[config.mk]
export PLATFORM = sky130hd
export DESIGN_NAME = carry_accumulator
export DESIGN_NICKNAME = d
export VERILOG_FILES = /design/src/rtl/carry_pkg.sv /design/src/rtl/carry_slice.sv /design/src/rtl/carry_accumulator.sv
export SDC_FILE = /design/constraint.sdc
export NUM_CORES = 1
export LEC_CHECK = 0
export ABC_CLOCK_PERIOD_IN_PS = 10800
export CAP_MARGIN = 20
export CORE_MARGIN = 1.5
export CORE_UTILIZATION = 44
export DETAILED_ROUTE_END_ITERATION = 10
export PLACE_DENSITY = 0.74
export SYNTH_ARGS = -nofsm -noshare
export SYNTH_HDL_FRONTEND = slang
export SYNTH_HIERARCHICAL = 1
export SYNTH_SLANG_ARGS = --single-unit
[constraint.sdc]
create_clock -name CLK -period 10.8 [get_ports CLK]
set_input_delay 1.62 -clock CLK [delete_from_list [all_inputs] [get_ports CLK]]
set_output_delay 1.62 -clock CLK [all_outputs]
set_load 0.03 [all_outputs]
[src/rtl/carry_pkg.sv]
// Shared opcode constants and carry-chain operand decode for carry_accumulator.
package carry_pkg;

   localparam int unsigned OP_W = 3;

   localparam logic [OP_W-1:0] OP_HOLD  = OP_W'(0);
   localparam logic [OP_W-1:0] OP_LOAD  = OP_W'(1);
   localparam logic [OP_W-1:0] OP_ADD   = OP_W'(2);
   localparam logic [OP_W-1:0] OP_SUB   = OP_W'(3);
   localparam logic [OP_W-1:0] OP_INC   = OP_W'(4);
   localparam logic [OP_W-1:0] OP_DEC   = OP_W'(5);
   localparam logic [OP_W-1:0] OP_CLEAR = OP_W'(6);

   // Which value feeds the B side of the carry chain.
   typedef enum logic [1:0] {
      SEL_B    = 2'd0,
      SEL_NB   = 2'd1,
      SEL_ZERO = 2'd2,
      SEL_ONES = 2'd3
   } opnd_sel_e;

   typedef struct packed {
      opnd_sel_e sel;
      logic      cin;
   } carry_ctrl_t;

   // Map an opcode to operand select and chain carry-in.
   function automatic carry_ctrl_t decode_op(input logic [OP_W-1:0] op, input logic cin);
      carry_ctrl_t c;
      c.sel = SEL_ZERO;
      c.cin = 1'b0;
      case (op)
         OP_ADD: begin c.sel = SEL_B;    c.cin = cin;  end
         OP_SUB: begin c.sel = SEL_NB;   c.cin = cin;  end
         OP_INC: begin c.sel = SEL_ZERO; c.cin = 1'b1; end
         OP_DEC: begin c.sel = SEL_ONES; c.cin = 1'b0; end
         default: ;
      endcase
      return c;
   endfunction

endpackage

[src/rtl/carry_slice.sv]
// Two-bit propagate/generate ripple-carry slice.
module carry_slice (
   input  logic A0,
   input  logic A1,
   input  logic B0,
   input  logic B1,
   input  logic CIN,
   output logic S0,
   output logic S1,
   output logic COUT0,
   output logic COUT
);

   logic p0;
   logic p1;

   // Per-bit propagate selects between the incoming carry and the generate term.
   always_comb begin
      p0    = A0 ^ B0;
      p1    = A1 ^ B1;
      S0    = p0 ^ CIN;
      COUT0 = p0 ? CIN : (A0 & B0);
      S1    = p1 ^ COUT0;
      COUT  = p1 ? COUT0 : (A1 & B1);
   end

endmodule

[src/rtl/carry_accumulator.sv]
// Registered accumulator/counter on a ripple carry chain (ADD/SUB/INC/DEC/LOAD/CLEAR).
// Optional unsigned saturation: define CARRY_ACC_SATURATE_EN.
module carry_accumulator
   import carry_pkg::*;
#(
   parameter int unsigned WIDTH = 16
) (
   input  logic             CLK,
   input  logic             RESET,
   input  logic             EN,
   input  logic [OP_W-1:0]  OP,
   input  logic [WIDTH-1:0] B,
   input  logic             CIN,
   output logic [WIDTH-1:0] ACC,
   output logic             COUT,
   output logic             OVF,
   output logic             ZERO,
   output logic             TC,
   output logic             SAT,
   output logic             DONE
);

   localparam int unsigned NSLICE = WIDTH / 2;

   logic [WIDTH-1:0] acc_q, acc_d;
   logic             cout_q, cout_d;
   logic             ovf_q, ovf_d;
   logic             tc_q, tc_d;
   logic             done_q, done_d;

   carry_ctrl_t      ctrl;
   logic [WIDTH-1:0] opnd;
   logic [WIDTH-1:0] sum;
   logic [NSLICE:0]  carry;
   logic             c_msb;
   logic [WIDTH-1:0] acc_res;
   logic             clamp;

   // Operand select for the B side of the chain.
   always_comb begin
      ctrl = decode_op(OP, CIN);
      case (ctrl.sel)
         SEL_B:    opnd = B;
         SEL_NB:   opnd = ~B;
         SEL_ZERO: opnd = '0;
         default:  opnd = '1;
      endcase
   end

   assign carry[0] = ctrl.cin;

   // Ripple chain; the top slice's mid carry is the carry into the MSB.
   for (genvar i = 0; i < NSLICE; i++) begin : g_slice
      if (i == NSLICE - 1) begin : g_top
         carry_slice u_slice (
            .A0   (acc_q[2*i]),
            .A1   (acc_q[2*i+1]),
            .B0   (opnd[2*i]),
            .B1   (opnd[2*i+1]),
            .CIN  (carry[i]),
            .S0   (sum[2*i]),
            .S1   (sum[2*i+1]),
            .COUT0(c_msb),
            .COUT (carry[i+1])
         );
      end else begin : g_mid
         logic c0_unused;
         carry_slice u_slice (
            .A0   (acc_q[2*i]),
            .A1   (acc_q[2*i+1]),
            .B0   (opnd[2*i]),
            .B1   (opnd[2*i+1]),
            .CIN  (carry[i]),
            .S0   (sum[2*i]),
            .S1   (sum[2*i+1]),
            .COUT0(c0_unused),
            .COUT (carry[i+1])
         );
      end
   end

`ifdef CARRY_ACC_SATURATE_EN
   logic sat_q, sat_d;
   logic up;

   // Clamp toward all-ones on an upward carry, toward zero on a borrow.
   always_comb begin
      up      = (OP == OP_ADD) || (OP == OP_INC);
      clamp   = up ? carry[NSLICE] : ~carry[NSLICE];
      acc_res = clamp ? (up ? '1 : '0) : sum;
   end

   assign SAT = sat_q;
`else
   assign clamp   = 1'b0;
   assign acc_res = sum;
   assign SAT     = 1'b0;
`endif

   // Next-state for accumulator and flags; anything not accepted holds.
   always_comb begin
      acc_d  = acc_q;
      cout_d = cout_q;
      ovf_d  = ovf_q;
      tc_d   = tc_q;
      done_d = 1'b0;
`ifdef CARRY_ACC_SATURATE_EN
      sat_d  = sat_q;
`endif
      if (EN) begin
         case (OP)
            OP_LOAD, OP_CLEAR: begin
               acc_d  = (OP == OP_LOAD) ? B : '0;
               cout_d = 1'b0;
               ovf_d  = 1'b0;
               tc_d   = 1'b0;
               done_d = 1'b1;
`ifdef CARRY_ACC_SATURATE_EN
               sat_d  = 1'b0;
`endif
            end
            OP_ADD, OP_SUB, OP_INC, OP_DEC: begin
               acc_d  = acc_res;
               cout_d = carry[NSLICE];
               ovf_d  = c_msb ^ carry[NSLICE];
               tc_d   = ((OP == OP_INC) && (&sum)) || ((OP == OP_DEC) && (sum == '0));
               done_d = 1'b1;
`ifdef CARRY_ACC_SATURATE_EN
               sat_d  = sat_q | clamp;
`endif
            end
            default: ;
         endcase
      end
   end

   // State registers with synchronous reset.
   always_ff @(posedge CLK) begin
      if (RESET) begin
         acc_q  <= '0;
         cout_q <= 1'b0;
         ovf_q  <= 1'b0;
         tc_q   <= 1'b0;
         done_q <= 1'b0;
`ifdef CARRY_ACC_SATURATE_EN
         sat_q  <= 1'b0;
`endif
      end else begin
         acc_q  <= acc_d;
         cout_q <= cout_d;
         ovf_q  <= ovf_d;
         tc_q   <= tc_d;
         done_q <= done_d;
`ifdef CARRY_ACC_SATURATE_EN
         sat_q  <= sat_d;
`endif
      end
   end

   assign ACC  = acc_q;
   assign COUT = cout_q;
   assign OVF  = ovf_q;
   assign TC   = tc_q;
   assign DONE = done_q;
   assign ZERO = (acc_q == '0);

   logic unused_clamp;
   assign unused_clamp = clamp;

endmodule
; Word-level counts from Yosys, hierarchy flattened
; Cells that the tools add are included.
[totals]
register_bits = 20
[classes]
eq_ne = 8
n_mux = 24
bitwise = 51
reduce_logical = 13
[op_table]
columns = op, count
row1 = $pmux W16 S3, 1
row2 = $xor A1 B1 Y1, 33
row3 = $logic_not A16 Y1, 2
row4 = $pmux W16 S2, 1
row5 = $mux W1, 17
row6 = $and A1 B1 Y1, 16
row7 = $mux W16, 1
row8 = $not A16 Y16, 1
row9 = $reduce_and A16 Y1, 1
row10 = $pmux W3 S4, 1
row11 = $eq A3 B3 Y1 const B, 3
row12 = $eq A3 B2 Y1 const B, 2
row13 = $pmux W1 S2, 3
row14 = $reduce_or A6 Y1, 1
row15 = $reduce_or A2 Y1, 2
row16 = $reduce_or A4 Y1, 1
row17 = $eq A3 B1 Y1 const B, 1
row18 = $eq A2 B1 Y1 const B, 1
row19 = $eq A2 B2 Y1 const B, 1
row20 = $logic_and A1 B1 Y1, 2
row21 = $logic_not A2 Y1, 1
row22 = $reduce_and A2 Y1, 1
row23 = $reduce_bool A2 Y1, 1
row24 = $logic_or A1 B1 Y1, 1
row25 = $not A1 Y1, 1

; Depth between registers and ports, before layout
; Gate-level depths: netlist of run 1.
[depth]
word_depth = 25
ltp_mapped = 24

; Hierarchy
; The synthesis of run 1 kept the hierarchy.
[modules_own_cells]
columns = mod, instances, cells_each, area_per_inst_um2, seq_area_each_um2
row1 = carry_accumulator, 1, 154, 1325.0, 400.4
row2 = carry_slice, 8, 2, 40.0, 0.0

; Worst setup path before layout of run 1
; Ideal clock, no wire load.
[synth_path]
path_kind = input -> register
startpoint = input port OP[2]
endpoint = register tc_q (netlist: TC)
setup_ps = 88
arrival_ps = 9815
t_required_ps = 10712
slack_ps = 897
stages = 23
path_cell_list = nand2b_1 buf_2 clkbuf_1 o22ai_1 fa_1 fa_1 fa_1 fa_1 fa_1 fa_1 fa_1 fa_1 fa_1 fa_1 fa_1 fa_1 fa_1 fa_1 fa_1 fa_1 nand3_1 or4_1 a311oi_2
[synth_via]
elab_cells_between_ends = 83
[synth_rtl]
columns = item, line
row1 = from (decl), carry_accumulator.sv:11  ; input logic [OP_W-1:0] OP,
row2 = $eq A3 B3 Y1 / $eq A3 B2 Y1 (equally long branches), carry_pkg.sv:32  ; case (op)
row3 = $pmux W3 S4 *, carry_pkg.sv:32
row4 = net carry[0], carry_accumulator.sv:34  ; logic [NSLICE:0] carry;
row5 = $mux W1 *, carry_slice.sv:22  ; COUT0 = p0 ? CIN : (A0 & B0);
row6 = net g_slice[0].g_mid.c0_unused, carry_accumulator.sv:67  ; logic c0_unused;
row7 = $mux W1 *, carry_slice.sv:24  ; COUT = p1 ? COUT0 : (A1 & B1);
row8 = net carry[1], carry_accumulator.sv:34
row9 = $mux W1 *, carry_slice.sv:22
row10 = net g_slice[1].g_mid.c0_unused, carry_accumulator.sv:67
row11 = (+1 left out), n/a
row12 = net carry[2], carry_accumulator.sv:34
row13 = (+1 left out), n/a
row14 = net g_slice[2].g_mid.c0_unused, carry_accumulator.sv:67
row15 = (+1 left out), n/a
row16 = net carry[3], carry_accumulator.sv:34
row17 = (+1 left out), n/a
row18 = net g_slice[3].g_mid.c0_unused, carry_accumulator.sv:67
row19 = (+1 left out), n/a
row20 = net carry[4], carry_accumulator.sv:34
row21 = (+1 left out), n/a
row22 = net g_slice[4].g_mid.c0_unused, carry_accumulator.sv:67
row23 = (+1 left out), n/a
row24 = net carry[5], carry_accumulator.sv:34
row25 = (+1 left out), n/a
row26 = net g_slice[5].g_mid.c0_unused, carry_accumulator.sv:67
row27 = (+1 left out), n/a
row28 = net carry[6], carry_accumulator.sv:34
row29 = (+1 left out), n/a
row30 = net g_slice[6].g_mid.c0_unused, carry_accumulator.sv:67
row31 = (+1 left out), n/a
row32 = net carry[7], carry_accumulator.sv:34
row33 = $mux W1 *, carry_slice.sv:22
row34 = net c_msb, carry_accumulator.sv:35  ; logic c_msb;
row35 = $xor A1 B1 Y1 *, carry_slice.sv:23  ; S1 = p1 ^ COUT0;
row36 = net acc_res[15], carry_accumulator.sv:36  ; logic [WIDTH-1:0] acc_res;
row37 = $reduce_and A16 Y1 / $logic_not A16 Y1 (equally long branches), carry_accumulator.sv:126  ; tc_d = ((OP == OP_INC) && (&sum)) || ((OP == OP_DEC) && (sum == '0));
row38 = $logic_and A1 B1 Y1, carry_accumulator.sv:126
row39 = $logic_or A1 B1 Y1 *, carry_accumulator.sv:126
row40 = $pmux W1 S2 *, carry_accumulator.sv:111  ; case (OP)
row41 = to (signal assigned), carry_accumulator.sv:152  ; tc_q <= tc_d;
row42 = to (decl), carry_accumulator.sv:28  ; logic tc_q, tc_d;
; Mark *: on every way through the listed nets, which the timed path passes. The rest lies on a longest branch.
; A chain may end at the register's enable or synchronous reset.

; Final worst setup path of run 1
; Same ends and word-level chain as after synthesis.

==> flow_summary_export.csv, run 1 <==
group,metric,value,unit
run_status,status,"finished clean",
grt,grt_max_degree,40,
floorplan,initial_core_util,0.4528,
critical_path,critPathKind,"input pin to flop",
sta,fmax,0.09580,GHz
power_and_ir_drop,p_sw,88.74,uW
synthesis,async_flop_share,0,
grt,grt_pass1_vias,1434,
synthesis,yosysUniqueCellTypes,32,
clock_tree,clock_tree.root_cell,"clkbuf_8",
final_layout,utilization,0.5840,
critical_path,arrival,10600,ps
critical_path,cp-start-kind,"input pin",
drt,vias_per_cell,5.854,
drt,first_iter_violations,149,
clock_tree,cts_tree,"done",
drt,ant_nets,0,
sta,slew_viol_final,0,
final_layout,design_area,0.002122,mm^2
grt,groute.usage.overall,0.2211,
place,dpl_cell_area,0.002081,mm^2
sta,finalSetupTns,0,ps
synthesis,synthFlopType,"dfxtp_1",
place,port_buffers,43,
place,globalplace.congestion,0.9623,
drt,vias,1487,
power_and_ir_drop,ir_worst_vdd,0.07856,mV
clock_tree,post_cts_buffers,0,
place,dp_slack,156.5,ps
final_layout,fill_cells,339,
final_layout,num-nets-final,247,
clock_tree,htree_levels,1,
power_and_ir_drop,power_density,113.3,mW/mm^2
sta,worst_slack,361.4,ps
floorplan,die_y,64.15,um
place,placedCellCount,251,
clock_tree,cts_resized,0,
hold_path,hold_class,"flop to flop",
power_and_ir_drop,p_comb_frac,0.434,
synthesis,yosysWarnings,6,
place,hpwl,3200,um
grt,overflow,0,
sta,hold_slack,478.5,ps
drt,drc,0,
power_and_ir_drop,power.share.clock,0.202,
grt,busiest_layer,"met2",
sta,finalSetupViolCount,0,
power_and_ir_drop,p_leak,0.7433,nW
drt,wire_per_inst,16.49,um
drt,first_pass_iters,4,
clock_tree,numCtsBuffers,3,
drt,drt-total-wl,4188,um
hold_path,holdPathStages,2,
final_layout,num_antenna_cells,0,
clock_tree,clk_latency,250,ps
critical_path,r2r-start,"ACC[0]",
floorplan,die_w,64.15,um
final_layout,layout_common_cells,"43 x clkdlybuf4s50_1, 20 x dfxtp_1, 17 x nor2_1",
synthesis,seq_area_frac_synth,0.2433,
sta,finalClockSkew,2.895,ps
hold_path,hold-path-endpoint,"COUT",
critical_path,reg2reg_to,"TC",
power_and_ir_drop,netSwitchingFraction,0.3692,
grt,gr-usage-met1,0.3057,
critical_path,r2r_slack,2440,ps
synthesis,synthesis.nets,209,
clock_tree,cts.sinks,20,
floorplan,fp.dieArea,0.004115,mm^2
final_layout,instances_no_fill,254,
sta,slew_headroom,0.3429,
critical_path,critPathMaxFanout,8,
final_layout,drive_above_1_share,0.1068,
grt,use_met2,0.3646,
power_and_ir_drop,pwr-share-seq,0.364,
grt,antenna_found_initial,0,
synthesis,ys_seq_elements,20,
clock_tree,clockBufferDepth,2,
critical_path,critPathCaptureType,"flop",
floorplan,core_area,0.003633,mm^2
synthesis,synth-edff-count,0,
job,drv_cap,0,
synthesis,syn_avg_cell_area,9.678,um^2
grt,gr-usage-met3,0.04049,
synthesis,synth.cell_area,0.001645,mm^2
sta,period_minus_slack,10440,ps
final_layout,syn_to_final_growth,28.97,%
hold_path,hp-start,"COUT",
synthesis,postSynthCellCount,170,
sta,period_share,0.9665,
sta,hold_viol_final,0,
sta,worst_slew_pin_slew,982.6,ps
critical_path,reg2reg_depth,20,
floorplan,fp-row-count,22,
critical_path,cp.required,10960,ps
power_and_ir_drop,p_int,151.6,uW
clock_tree,clk_pin_slew,70,ps
sta,rsz0062_at_grt,"false",
final_layout,final_common_cell,"clkdlybuf4s50_1",
power_and_ir_drop,power,240.4,uW
clock_tree,hold_buffers,0,
grt,grt_pass1_wl,7100,um
floorplan,io-pin-count,45,
[cell usage after synthesis (2+ instances only)]
cell      instances  area, um^2
clkbuf_1          5       18.77
nor2_1           17       63.81
nand2_1           2       7.510
a22oi_1          16       120.1
o21ai_0          16       80.08
buf_6             3       33.78
nor4_1            8       50.05
nand4_1           2       12.51
a211oi_1          6       45.04
buf_2             5       25.02
nand2b_1          4       25.02
dfxtp_1          20       400.4
nand2_2           2       12.51
a211oi_2         10       125.1
a21oi_1           2       10.01
and4_1            2       17.52
nand3_1           4       20.02
xnor2_1          16       140.1
fa_1             16       320.3
or3_1             2       12.51
[per-layer routing]
layer	vias to the layer above	share of wire	routed length, um
met3	8	0.048	200
li1	699	-	-
met4	0	0.016	69
met5	-	0	0
met2	50	0.49	2049
met1	730	0.45	1869
[flip-flops by register name (all words and copies together), names as in the netlist]
name,cells
ACC,16
COUT,1
OVF,1
DONE,1
TC,1
[power by group through the flow]
stage | sequential [mW] | clock [mW] | combinational (mW)
floorplan | 0.0987 | 0 | 0.0584
global placement | 0.0890 | 0 | 0.101
detailed placement | 0.0893 | 0 | 0.103
CTS | 0.0876 | 0.0499 | 0.104
global route | 0.0888 | 0.0532 | 0.113
finish | 0.0874 | 0.0485 | 0.104
[area by class of cell]
cell class	instances	area (um^2)	area share
clock buffer	3	41.29	0.01946
inverter	1	3.754	0.001769
multi-input combinational	135	1156	0.5448
sequential	20	400.4	0.1887
tap	48	60.06	0.02830
timing repair buffer	47	460.4	0.2170
[logic make-up (layout without fill, tap and decap cells)]
kind of cell	count (synthesis)	in the layout	synth area share
AO/OA/AOI/OAI	52	52	0.2441
XOR/XNOR	17	17	0.09049
buffers and inverters	15	51	0.05399
other	1	1	0.002279
AND/OR/NAND/NOR	49	49	0.1711
adder cells (fa/ha/maj)	16	16	0.1947
flip-flops	20	20	0.2433
[critical path: stages]
cell             delay [ps]
clkdlybuf4s50_1         590
nand2b_1                290
o22ai_1                 160
fa_1                    460
fa_1                    430
fa_1                    460
fa_1                    430
fa_1                    470
fa_1                    420
fa_1                    440
fa_1                    420
fa_1                    440
fa_1                    410
fa_1                    450
fa_1                    410
fa_1                    440
fa_1                    400
fa_1                    490
fa_1                    480
nor4_1                  210
nand2_1                  80
or3_1                   330
a311oi_2                260
[how the worst max path moves through the flow]
stage	startpoint	end	slack (ps)	cells after the start
2_1_floorplan	OP[2]	TC	900	23
3_3_place_gp	OP[2]	TC	310	22
5_1_grt	OP[2]	TC	20	23
4_1_cts	OP[2]	TC	380	23
3_5_place_dp	OP[2]	TC	160	23
6_report	OP[2]	TC	360	23
(Power assumes the default switching activity.)
==> run 2: changes to the inputs <==
--- a/config.mk
+++ b/config.mk
@@ -7,10 +7,11 @@
 export LEC_CHECK = 0
 export ABC_CLOCK_PERIOD_IN_PS = 10800
 export CAP_MARGIN = 20
-export CORE_MARGIN = 1.5
+export CORE_MARGIN = 2
 export CORE_UTILIZATION = 44
 export DETAILED_ROUTE_END_ITERATION = 10
-export PLACE_DENSITY = 0.74
+export DONT_BUFFER_PORTS = 1
+export PLACE_DENSITY = 0.59
 export SYNTH_ARGS = -nofsm -noshare
 export SYNTH_HDL_FRONTEND = slang
 export SYNTH_HIERARCHICAL = 1
==> run 2 against run 1 <==
  * Non-clock buffer count fell by 46
  * Worst hold slack better by 140 ps
  * Critical path depth stayed put
==> flow_summary_export.csv, run 2 (same netlist as run 1, synthesis figures left out) <==
group,metric,value,unit
sta,slew_headroom,0.5471,
clock_tree,clk_latency,270,ps
sta,worst_slack,830.9,ps
sta,hold_viol_final,0,
clock_tree,cts_tree,"done",
drt,vias_per_cell,6.244,
grt,overflow,0,
final_layout,instances_no_fill,209,
clock_tree,clk_pin_slew,70,ps
grt,grt_pass1_wl,6713,um
final_layout,drive_above_1_share,0.1242,
clock_tree,post_cts_buffers,0,
drt,drt-total-wl,4115,um
floorplan,fp.dieArea,0.004245,mm^2
power_and_ir_drop,ir_worst_vdd,0.06141,mV
drt,ant_nets,0,
grt,grt_pass1_vias,1299,
final_layout,multi_input_area,0.001156,mm^2
grt,grt_max_degree,40,
critical_path,crit_slowest_cell,"fa_1",
clock_tree,clock_tree.root_cell,"clkbuf_8",
final_layout,num-nets-final,201,
floorplan,fp-row-count,22,
power_and_ir_drop,p_leak,0.5760,nW
sta,period_minus_slack,9969,ps
sta,slew_viol_final,0,
critical_path,critPathMaxFanout,17,
sta,finalSetupTns,0,ps
drt,wire_per_inst,19.69,um
final_layout,num_antenna_cells,0,
place,placedCellCount,205,
drt,drc,0,
clock_tree,hold_buffers,0,
hold_path,hold_class,"flop to flop",
place,port_buffers,0,
final_layout,utilization,0.4632,
place,globalplace.congestion,0.8452,
final_layout,final_common_cell,"dfxtp_1",
final_layout,fill_cells,380,
grt,antenna_found_initial,0,
critical_path,cp-start-kind,"input pin",
floorplan,initial_core_util,0.4528,
sta,finalSetupViolCount,0,
floorplan,io-pin-count,45,
drt,vias,1305,
drt,first_iter_violations,71,
drt,first_pass_iters,4,
critical_path,cp.required,10980,ps
sta,period_share,0.9231,
sta,fmax,0.1003,GHz
place,dp_slack,661.5,ps
final_layout,ff_latch_area,400.4,um^2
power_and_ir_drop,power_density,135.2,mW/mm^2
sta,worst_slew_pin_slew,678.6,ps
grt,groute.usage.overall,0.2073,
clock_tree,cts_resized,0,
clock_tree,htree_levels,1,
sta,finalClockSkew,8.771,ps
critical_path,cp_common_cell,"fa_1",
critical_path,critPathKind,"input pin to flop",
final_layout,syn_to_final_growth,2.281,%
critical_path,path_cells,"and2b_1 > nand2_2 > o21ai_0 > fa_1 > fa_1 > fa_1 > fa_1 > fa_1 > fa_1 > fa_1 > fa_1 > fa_1 > fa_1 > fa_1 > fa_1 > fa_1 > fa_1 > fa_1 > fa_1 > nor4_1 > nand2_1 > or3_1 > a311oi_2",
sta,hold_slack,618.4,ps
critical_path,arrival,10150,ps
critical_path,cpPeakStageDelay,510,ps
job,drv_cap,0,
run_status,status,"finished clean",
floorplan,die_y,65.15,um
clock_tree,cts.sinks,20,
critical_path,critPathCaptureType,"flop",
clock_tree,numCtsBuffers,3,
sta,rsz0062_at_grt,"false",
floorplan,die_w,65.15,um
final_layout,largest_reg_flops,16,
clock_tree,clockBufferDepth,2,
floorplan,core_area,0.003633,mm^2
place,hpwl,3015,um
final_layout,layout_common_cells,"20 x dfxtp_1, 17 x nor2_1",
==> run 2: cell count changes in the layout (fill, tap and decap cells not counted) <==
cell | before | now
buf_4 | 4 | 1
clkbuf_8 | 3 | 4
clkdlybuf4s50_1 | 43 | 0
==> run 2: path summary, 6_finish.rpt <==
kind | slack [ps] | cells past startpoint | startpoint | end
max reg2reg | 2260 | 20 | ACC[0] | TC
min reg2reg | 620 | 2 | OVF | OVF
max | 830 | 23 | OP[1] | TC
min | 620 | 2 | OVF | OVF
==> run 2: per-layer routing <==
| layer | part of all wire | global-route usage |
|---|---|---|
| met3 | 0.096 | 0.04452 |
| met4 | 0.011 | 0.06510 |
| met1 | 0.43 | 0.2846 |
| met2 | 0.46 | 0.3286 |
| met5 | 0 | 0 |
==> run 2: power by group <==
part | internal (mW) | switching (mW)
logic | 0.0307 | 0.0375
registers | 0.0795 | 0.0197
clock network | 0.0325 | 0.0275
==> run 2: cell type report <==
cell class              count  share of cell area
flip-flops and latches     20              0.2379
well taps                  48             0.03569
clock buffers               4             0.03271
multi-input cells         135              0.6870
repair buffers              1            0.004461
inverters                   1            0.002230
==> run 2: critical path, delay by kind of cell <==
kind	cells	cell delay [ps]
AOI/OAI and AO/OA	2	430
adders and majority gates	16	7060
and+or+nand+nor	5	1030
==> run 2: through the flow <==
step / power (mW) / area [um^2]
floorplan: 0.1571 / 1645
global placement: 0.1661 / 1628
detailed placement: 0.1678 / 1628
CTS: 0.2279 / 1683
global route: 0.2426 / 1683
finish: 0.2275 / 1683
